### src/rtl/fetch_stage.sv
// Instruction fetch stage: walks pc from 0 to LAST_ADDR into an IF/ID register,
// honouring decode backpressure and branch/jump redirects.
module fetch_stage #(
    parameter int ADDR_W    = 4,
    parameter int DATA_W    = 32,
    parameter int LAST_ADDR = 14
) (
    input  logic              clk,
    input  logic              reset,
    input  logic              start,
    output logic [ADDR_W-1:0] imem_addr,
    output logic              imem_rd_en,
    input  logic [DATA_W-1:0] imem_instr,
    input  logic              id_ready,
    input  logic              redirect_valid,
    input  logic [ADDR_W-1:0] redirect_pc,
    output logic              ifid_valid,
    output logic [DATA_W-1:0] ifid_instr,
    output logic [ADDR_W-1:0] ifid_pc,
    output logic              done
);

    localparam logic [ADDR_W-1:0] LAST = ADDR_W'(LAST_ADDR);

    typedef enum logic [1:0] {
        ST_IDLE = 2'd0,
        ST_RUN  = 2'd1,
        ST_DONE = 2'd2
    } state_t;

    state_t              state_q, state_d;
    logic [ADDR_W-1:0]   pc_q, pc_d;
    logic                ifid_valid_q, ifid_valid_d;
    logic [DATA_W-1:0]   ifid_instr_q, ifid_instr_d;
    logic [ADDR_W-1:0]   ifid_pc_q, ifid_pc_d;
    logic                advance;

    // A redirect blocks the fetch of the (now stale) current pc.
    assign advance = (state_q == ST_RUN) && !redirect_valid
                     && (!ifid_valid_q || id_ready);

    always_ff @(posedge clk) begin
        if (reset) begin
            state_q      <= ST_IDLE;
            pc_q         <= '0;
            ifid_valid_q <= 1'b0;
            ifid_instr_q <= '0;
            ifid_pc_q    <= '0;
        end else begin
            state_q      <= state_d;
            pc_q         <= pc_d;
            ifid_valid_q <= ifid_valid_d;
            ifid_instr_q <= ifid_instr_d;
            ifid_pc_q    <= ifid_pc_d;
        end
    end

    always_comb begin
        state_d      = state_q;
        pc_d         = pc_q;
        ifid_valid_d = ifid_valid_q;
        ifid_instr_d = ifid_instr_q;
        ifid_pc_d    = ifid_pc_q;
        case (state_q)
            ST_IDLE: begin
                if (start) begin
                    state_d = ST_RUN;
                    pc_d    = '0;
                end
            end
            ST_RUN, ST_DONE: begin
                if (redirect_valid) begin
                    // Flush; an unpopulated target simply ends fetching.
                    ifid_valid_d = 1'b0;
                    if (redirect_pc <= LAST) begin
                        pc_d    = redirect_pc;
                        state_d = ST_RUN;
                    end else begin
                        state_d = ST_DONE;
                    end
                end else if (state_q == ST_RUN) begin
                    if (advance) begin
                        ifid_instr_d = imem_instr;
                        ifid_pc_d    = pc_q;
                        ifid_valid_d = 1'b1;
                        if (pc_q == LAST) begin
                            state_d = ST_DONE;
                        end else begin
                            pc_d = pc_q + 1'b1;
                        end
                    end
                end else if (id_ready) begin
                    ifid_valid_d = 1'b0;
                end
            end
            default: begin
                state_d = ST_IDLE;
            end
        endcase
    end

    assign imem_addr  = pc_q;
    assign imem_rd_en = advance;
    assign ifid_valid = ifid_valid_q;
    assign ifid_instr = ifid_instr_q;
    assign ifid_pc    = ifid_pc_q;
    assign done       = (state_q == ST_DONE);

endmodule

### config.mk
export PLATFORM = sky130hd
export DESIGN_NAME = fetch_stage
export DESIGN_NICKNAME = d
export VERILOG_FILES = /design/src/rtl/fetch_stage.sv
export SDC_FILE = /design/constraint.sdc
export NUM_CORES = 1
export LEC_CHECK = 0
export BUFFER_PORTS_ARGS = -buffer_cell sky130_fd_sc_hd__buf_2
export CAP_MARGIN = 20
export CORE_MARGIN = 2
export CORE_UTILIZATION = 49
export DETAILED_ROUTE_END_ITERATION = 16
export PLACE_DENSITY = 0.84
export SYNTH_ARGS = -nofsm -noshare
export SYNTH_HDL_FRONTEND = slang
export SYNTH_SLANG_ARGS = --single-unit
### constraint.sdc
create_clock -name clk -period 4 [get_ports clk]
set_input_delay 0.2 -clock clk [delete_from_list [all_inputs] [get_ports clk]]
set_output_delay 0.2 -clock clk [all_outputs]
set_load 0.03 [all_outputs]
-- Word level (Yosys, flattened, before mapping)
Index checks and enable logic that the tools add are counted.
- flip-flop bits (word level): 43
- output and inout port bits: 43
- logic and storage cells: 49
- add/sub/neg operators: 1
- magnitude comparators: 1
- equal/unequal tests: 10
- mux-type cells: 18
- bitwise logic cells: 1
- reductions and logical operators: 13
- operators with widths (operator ; count):
    4-bit 2-to-1 mux ; 6
    3-bit != test (second input constant) ; 6
    2-bit 2-to-1 mux ; 6
    4-bit case mux with 2 select lines ; 1
    4-bit AND reduction ; 2
    6-bit AND reduction ; 1
    4-bit by 1-bit adder with 4-bit output (second input constant) ; 1
    4-bit == test (second input constant) ; 1
    4-bit less-or-equal comparator (second input constant) ; 1
    1-bit 2-to-1 mux ; 4
    2-bit case mux with 2 select lines ; 1
    3-bit AND reduction ; 1
    3-bit nonzero test ; 1
    2-bit by 1-bit == test with 1-bit output (second input constant) ; 1
    2-bit == test (second input constant) ; 1
    1-bit logical AND ; 2
    1-bit zero test ; 2
    2-bit zero test ; 1
    2-bit != test (second input constant) ; 1
    2-bit nonzero test ; 1
    2-bit OR reduction ; 1
    1-bit logical OR ; 1
    1-bit NOT ; 1

-- Longest topological paths before layout
- depth after elaboration: 7
- gate-level depth with buffers: 8
- depth with buffers taken out: 7

-- Least setup slack after synthesis
Ideal clock, no wire load.
- kind: register to register
- start: reg state_q[0]
- end: reg state_q[0]
- setup time: 0.067 ns
- arrival: 1.833 ns
- slack: 2.100 ns
- cell stages (with the launch flop): 8
- clock period less this slack: 1.900 ns
- path through: dfxtp_1 > inv_1 > ha_1 > nand2b_1 > a41oi_1 > or3b_4 > or3_1 > a21oi_2
- cells in the longest elaborated chain, start to end: 5
- elaborated cells between the ends (all ways): 12
- classes of those cells: eq/ne: 6; mux: 1; reduce/logical: 5
- RTL lines (element ; line ; source):
    start: declaration ; 31 ; state_t state_q, state_d;
    start signal: assignment ; 50 ; state_q <= state_d;
    2-bit by 1-bit == test with 1-bit output ; 39, 64, 81 ;
    1-bit logical AND ; 39 ; assign advance = (state_q == ST_RUN) && !redirect_valid
    1-bit logical AND ; 40 ; && (!ifid_valid_q || id_ready);
    3-bit != test (no line) ; -- ;
    4-bit AND reduction (no line) ; -- ;
Parallel ways exist; a longest one is shown, timed or not.
A chain may end at the register's enable or synchronous reset.

-- Worst setup path in the final report
Ends and elaborated chain as after synthesis.

==> summary.md <==
| Metric | Value |
|---|---|
| Largest net degree at the start of global routing | `44` |
| Clk_skew | `6.77 ps` |
| Post-route setup slack | `1770 ps` |
| Post-synth EDFFs | `0` |
| Slew @ Worst Pin | `between 700 and 800 ps` |
| Yosys top cell area share | `roughly 49%` |
| Final setup TNS | `0 ps` |
| Final setup viols | `0` |
| Diodes inserted | `0` |
| Rel. slew slack | `48.1%` |
| Overall Global Routing Usage | `a little under a fifth` |
| Sw Ratio | `a little over a third` |
| Num CTS Buffers | `5` |
| Synth Area in Compound Gates | `between 10% and 20%` |
| Largest cells by area after synthesis | `dfxtp_1 49%, nand2_1 17%, a21oi_1 11%` |
| Drt total wl | `3.91 mm` |
| XOR/XNOR Fraction of Synth Area | `less than 1%` |
| Top Usage Layer GRT | `met2` |
| Post-CTS Setup Bufs | `0` |
| Largest family of logic cells by synthesized area | `simple AND/OR/NAND/NOR gates` |
| Hold Vio Cnt, Final | `0` |
| Peak supply drop | `just under 500 uV` |
| Asr flop ratio synth | `0%` |
| Mean Syn Cell Area | `approximately 8.0 sq um` |
| Cell Area, Synth | `1770 sq um` |
| Sequential share of the synthesized area | `around half` |
| TritonRoute pass-1 iters | `4` |
| Syn Nets | `270` |
| Routed length per instance | `approximately 11 microns` |
| GRT met2 Usage | `about a third` |
| Slowest CP cell | `ha_1` |
| Crit. End Element | `flip-flop` |
| Pwr Total | `approximately 1.1 mW` |
| Die X | `roughly 64 microns` |
| Core area | `around 3400 sq um` |
| P_sw | `0.386 mW` |
| Simple-gate share of the synthesized area | `22.6%` |
| Fill count | `between 300 and 400` |
| Top cells by count, synth | `78 x nand2_1, 43 x dfxtp_1, 40 x a21oi_1` |
| CTS max path bufs | `2` |
| Most numerous cell in the Yosys netlist | `nand2_1` |
| Post-DR vias/cell | `approximately 4.9` |
| Cts-stage hold buffer count | `0` |
| Clock share of power | `22.9%` |
| Crit Path Max Fanout | `12` |
| CTS resizes | `0` |
| Multi-input logic area | `between 800 and 900 sq um` |
| Max-Cap Viols | `0` |
| Adder-cell share of the synthesized area | `under 10%` |
| Kind of start point of the critical path | `flip-flop` |
| Synth Instances | `roughly 220` |
| Share of layout cells above drive strength 1 | `roughly a third` |
| Logic pwr share | `approximately a third` |
| Die area | `between 4000 and 5000 sq um` |
| Area Growth Syn to Fin | `28.5%` |
| Share of the clock period used by the worst path | `approximately 56%` |
| Mux share of post-synthesis cell area | `0%` |
| I/O pin count | `84` |
| Main synth FF type | `dfxtp_1` |
| CTS clock-pin slew for the worst setup and hold paths | `110 ps` |
| Congestion Overflow GR | `0` |
| Post-route cell area | `2280 sq um` |
| Crit-path cells | `inv_1 -> ha_1 -> nand2b_1 -> a41oi_1 -> or3b_4 -> or3_1 -> a21oi_2` |
| Hold WC Path Type | `primary input to flip-flop` |
| Port bufs | `83` |
| Area leader, netlist | `dfxtp_1` |
| Number of global-route vias before repair | `~1500` |
| Core Rows | `21` |
| Worst Path Required | `about 4300 ps` |
| Routability cong. | `between 0.7 and 0.8` |
| First-pass GRT wire length | `a little over 6 mm` |
| Cell Int Power | `0.724 mW` |
| DP HPWL | `between 2 and 3 mm` |
| CTS tree | `yes` |
| Fmax | `449 MHz` |
| Initial antenna violation count | `0` |
| Clk Latency, worst-skew pair | `340 ps` |
| TritonCTS sink count | `43` |
| Arrival @ worst endpoint | `2500 ps` |
| Met3 usage | `a little over 6%` |
| Post-route ant nets | `0` |
| Die extent in y | `64.2 microns` |
| Iteration-0 DRC Markers | `76` |
| #FFs+latches synth | `43` |
| Synth warnings | `0` |
| CTS root buf | `clkbuf_4` |
| Util after Layout | `between 60 and 70%` |
| PwrDens | `slightly below 500 nW/um^2` |
| Crit path kind | `flip-flop to flip-flop` |
| Status | `completed` |
| Routing usage on met1 | `around 22%` |
| DP Area | `2210 sq um` |
| Vias | `about 1700` |
| Reg power frac | `roughly 45%` |
| Slowest stage delay, CP | `440 ps` |
| Max Slew Vio Count | `0` |
| Reg area | `861 sq um` |
| Starting Density | `between 50 and 60%` |
| RSZ-0062 raised after global routing | `false` |
| P_leak | `1.02 nW` |
| Tmin final | `roughly 2200 ps` |
| Worst slack at placement | `approximately 1800 ps` |
| Yosys cell types | `32` |
| Final #Nets | `348` |
| DRC Markers | `0` |
| H-tree lvl count | `2` |
## critical path, delay by kind of cell, from the launching register on
kind / cells / cell delay [ps]
simple gates: 3 / 1000
fa+ha+maj: 1 / 440
flops: 1 / 430
compound gates: 2 / 190
buf+inv: 1 / 90
## state kept, by name (all words and copies together), names as in the netlist
register	cells
state_q	2
ifid_instr	32
imem_addr	4
ifid_valid	1
ifid_pc	4
## power groups by stage
stage / combinational [mW] / clock (mW) / sequential, mW
2_1_floorplan: 0.214 / 0 / 0.559
3_3_place_gp: 0.344 / 0 / 0.506
3_5_place_dp: 0.357 / 0 / 0.507
4_1_cts: 0.358 / 0.261 / 0.497
5_1_grt: 0.398 / 0.280 / 0.503
6_report: 0.358 / 0.254 / 0.498
## cells by family (layout without fill, tap and decap cells)
| kind of cell | count (synthesis) | after routing |
|---|---|---|
| and+or+nand+nor | 95 | 95 |
| DFF | 43 | 43 |
| adders and majority gates | 7 | 7 |
| AOI/OAI and AO/OA | 56 | 56 |
| xor gates and xnor gates | 1 | 1 |
| buffers and inverters | 20 | 98 |
## cells in the final DEF (no fill, tap or decap), types with 2 or more instances in the layout
cell type and n:
nand2_1 78, buf_2 83, o21ai_0 3, a31oi_1 2
nand2b_1 5, nand3_1 4, inv_1 6, clkbuf_4 5
ha_1 7, a21oi_1 40, dfxtp_1 43
## cell type report
class                           instances  area share [%]
Sequential cell                        43            37.8
Multi-Input combinational cell        159            35.8
Timing Repair Buffer                   85            19.8
Tap cell                               46            2.52
Clock buffer                            6            1.81
Clock inverter                          1            1.32
Inverter                                6           0.988
## per-stage QoR
| step | hold slack, ps | std cells |
|---|---|---|
| CTS | 77.7 | 346 |
| finish | 83.4 | 346 |
| global placement | 439 | 338 |
| floorplan | 336 | 222 |
| detailed placement | 443 | 339 |
| global route | 58.2 | 346 |
## final timing paths
check                                    from                     endpoint  slack (ps)  cells past startpoint
hold / removal                  imem_instr[8]   ifid_instr[8]$_SDFFE_PP0P_          80                      3
hold reg to reg   ifid_instr[23]$_SDFFE_PP0P_  ifid_instr[23]$_SDFFE_PP0P_         460                      2
setup reg to reg      state_q[0]$_SDFFE_PP0P_      state_q[0]$_SDFFE_PP0P_        1770                      7
setup / recovery      state_q[0]$_SDFFE_PP0P_      state_q[0]$_SDFFE_PP0P_        1770                      7
## metal layers
| metal | vias to the layer above | routed length, microns |
|---|---|---|
| met5 | - | 0 |
| met4 | 0 | 46 |
| met3 | 5 | 312 |
| met2 | 57 | 1830 |
| met1 | 754 | 1720 |
| li1 | 890 | - |
(Power assumes the default switching activity.)
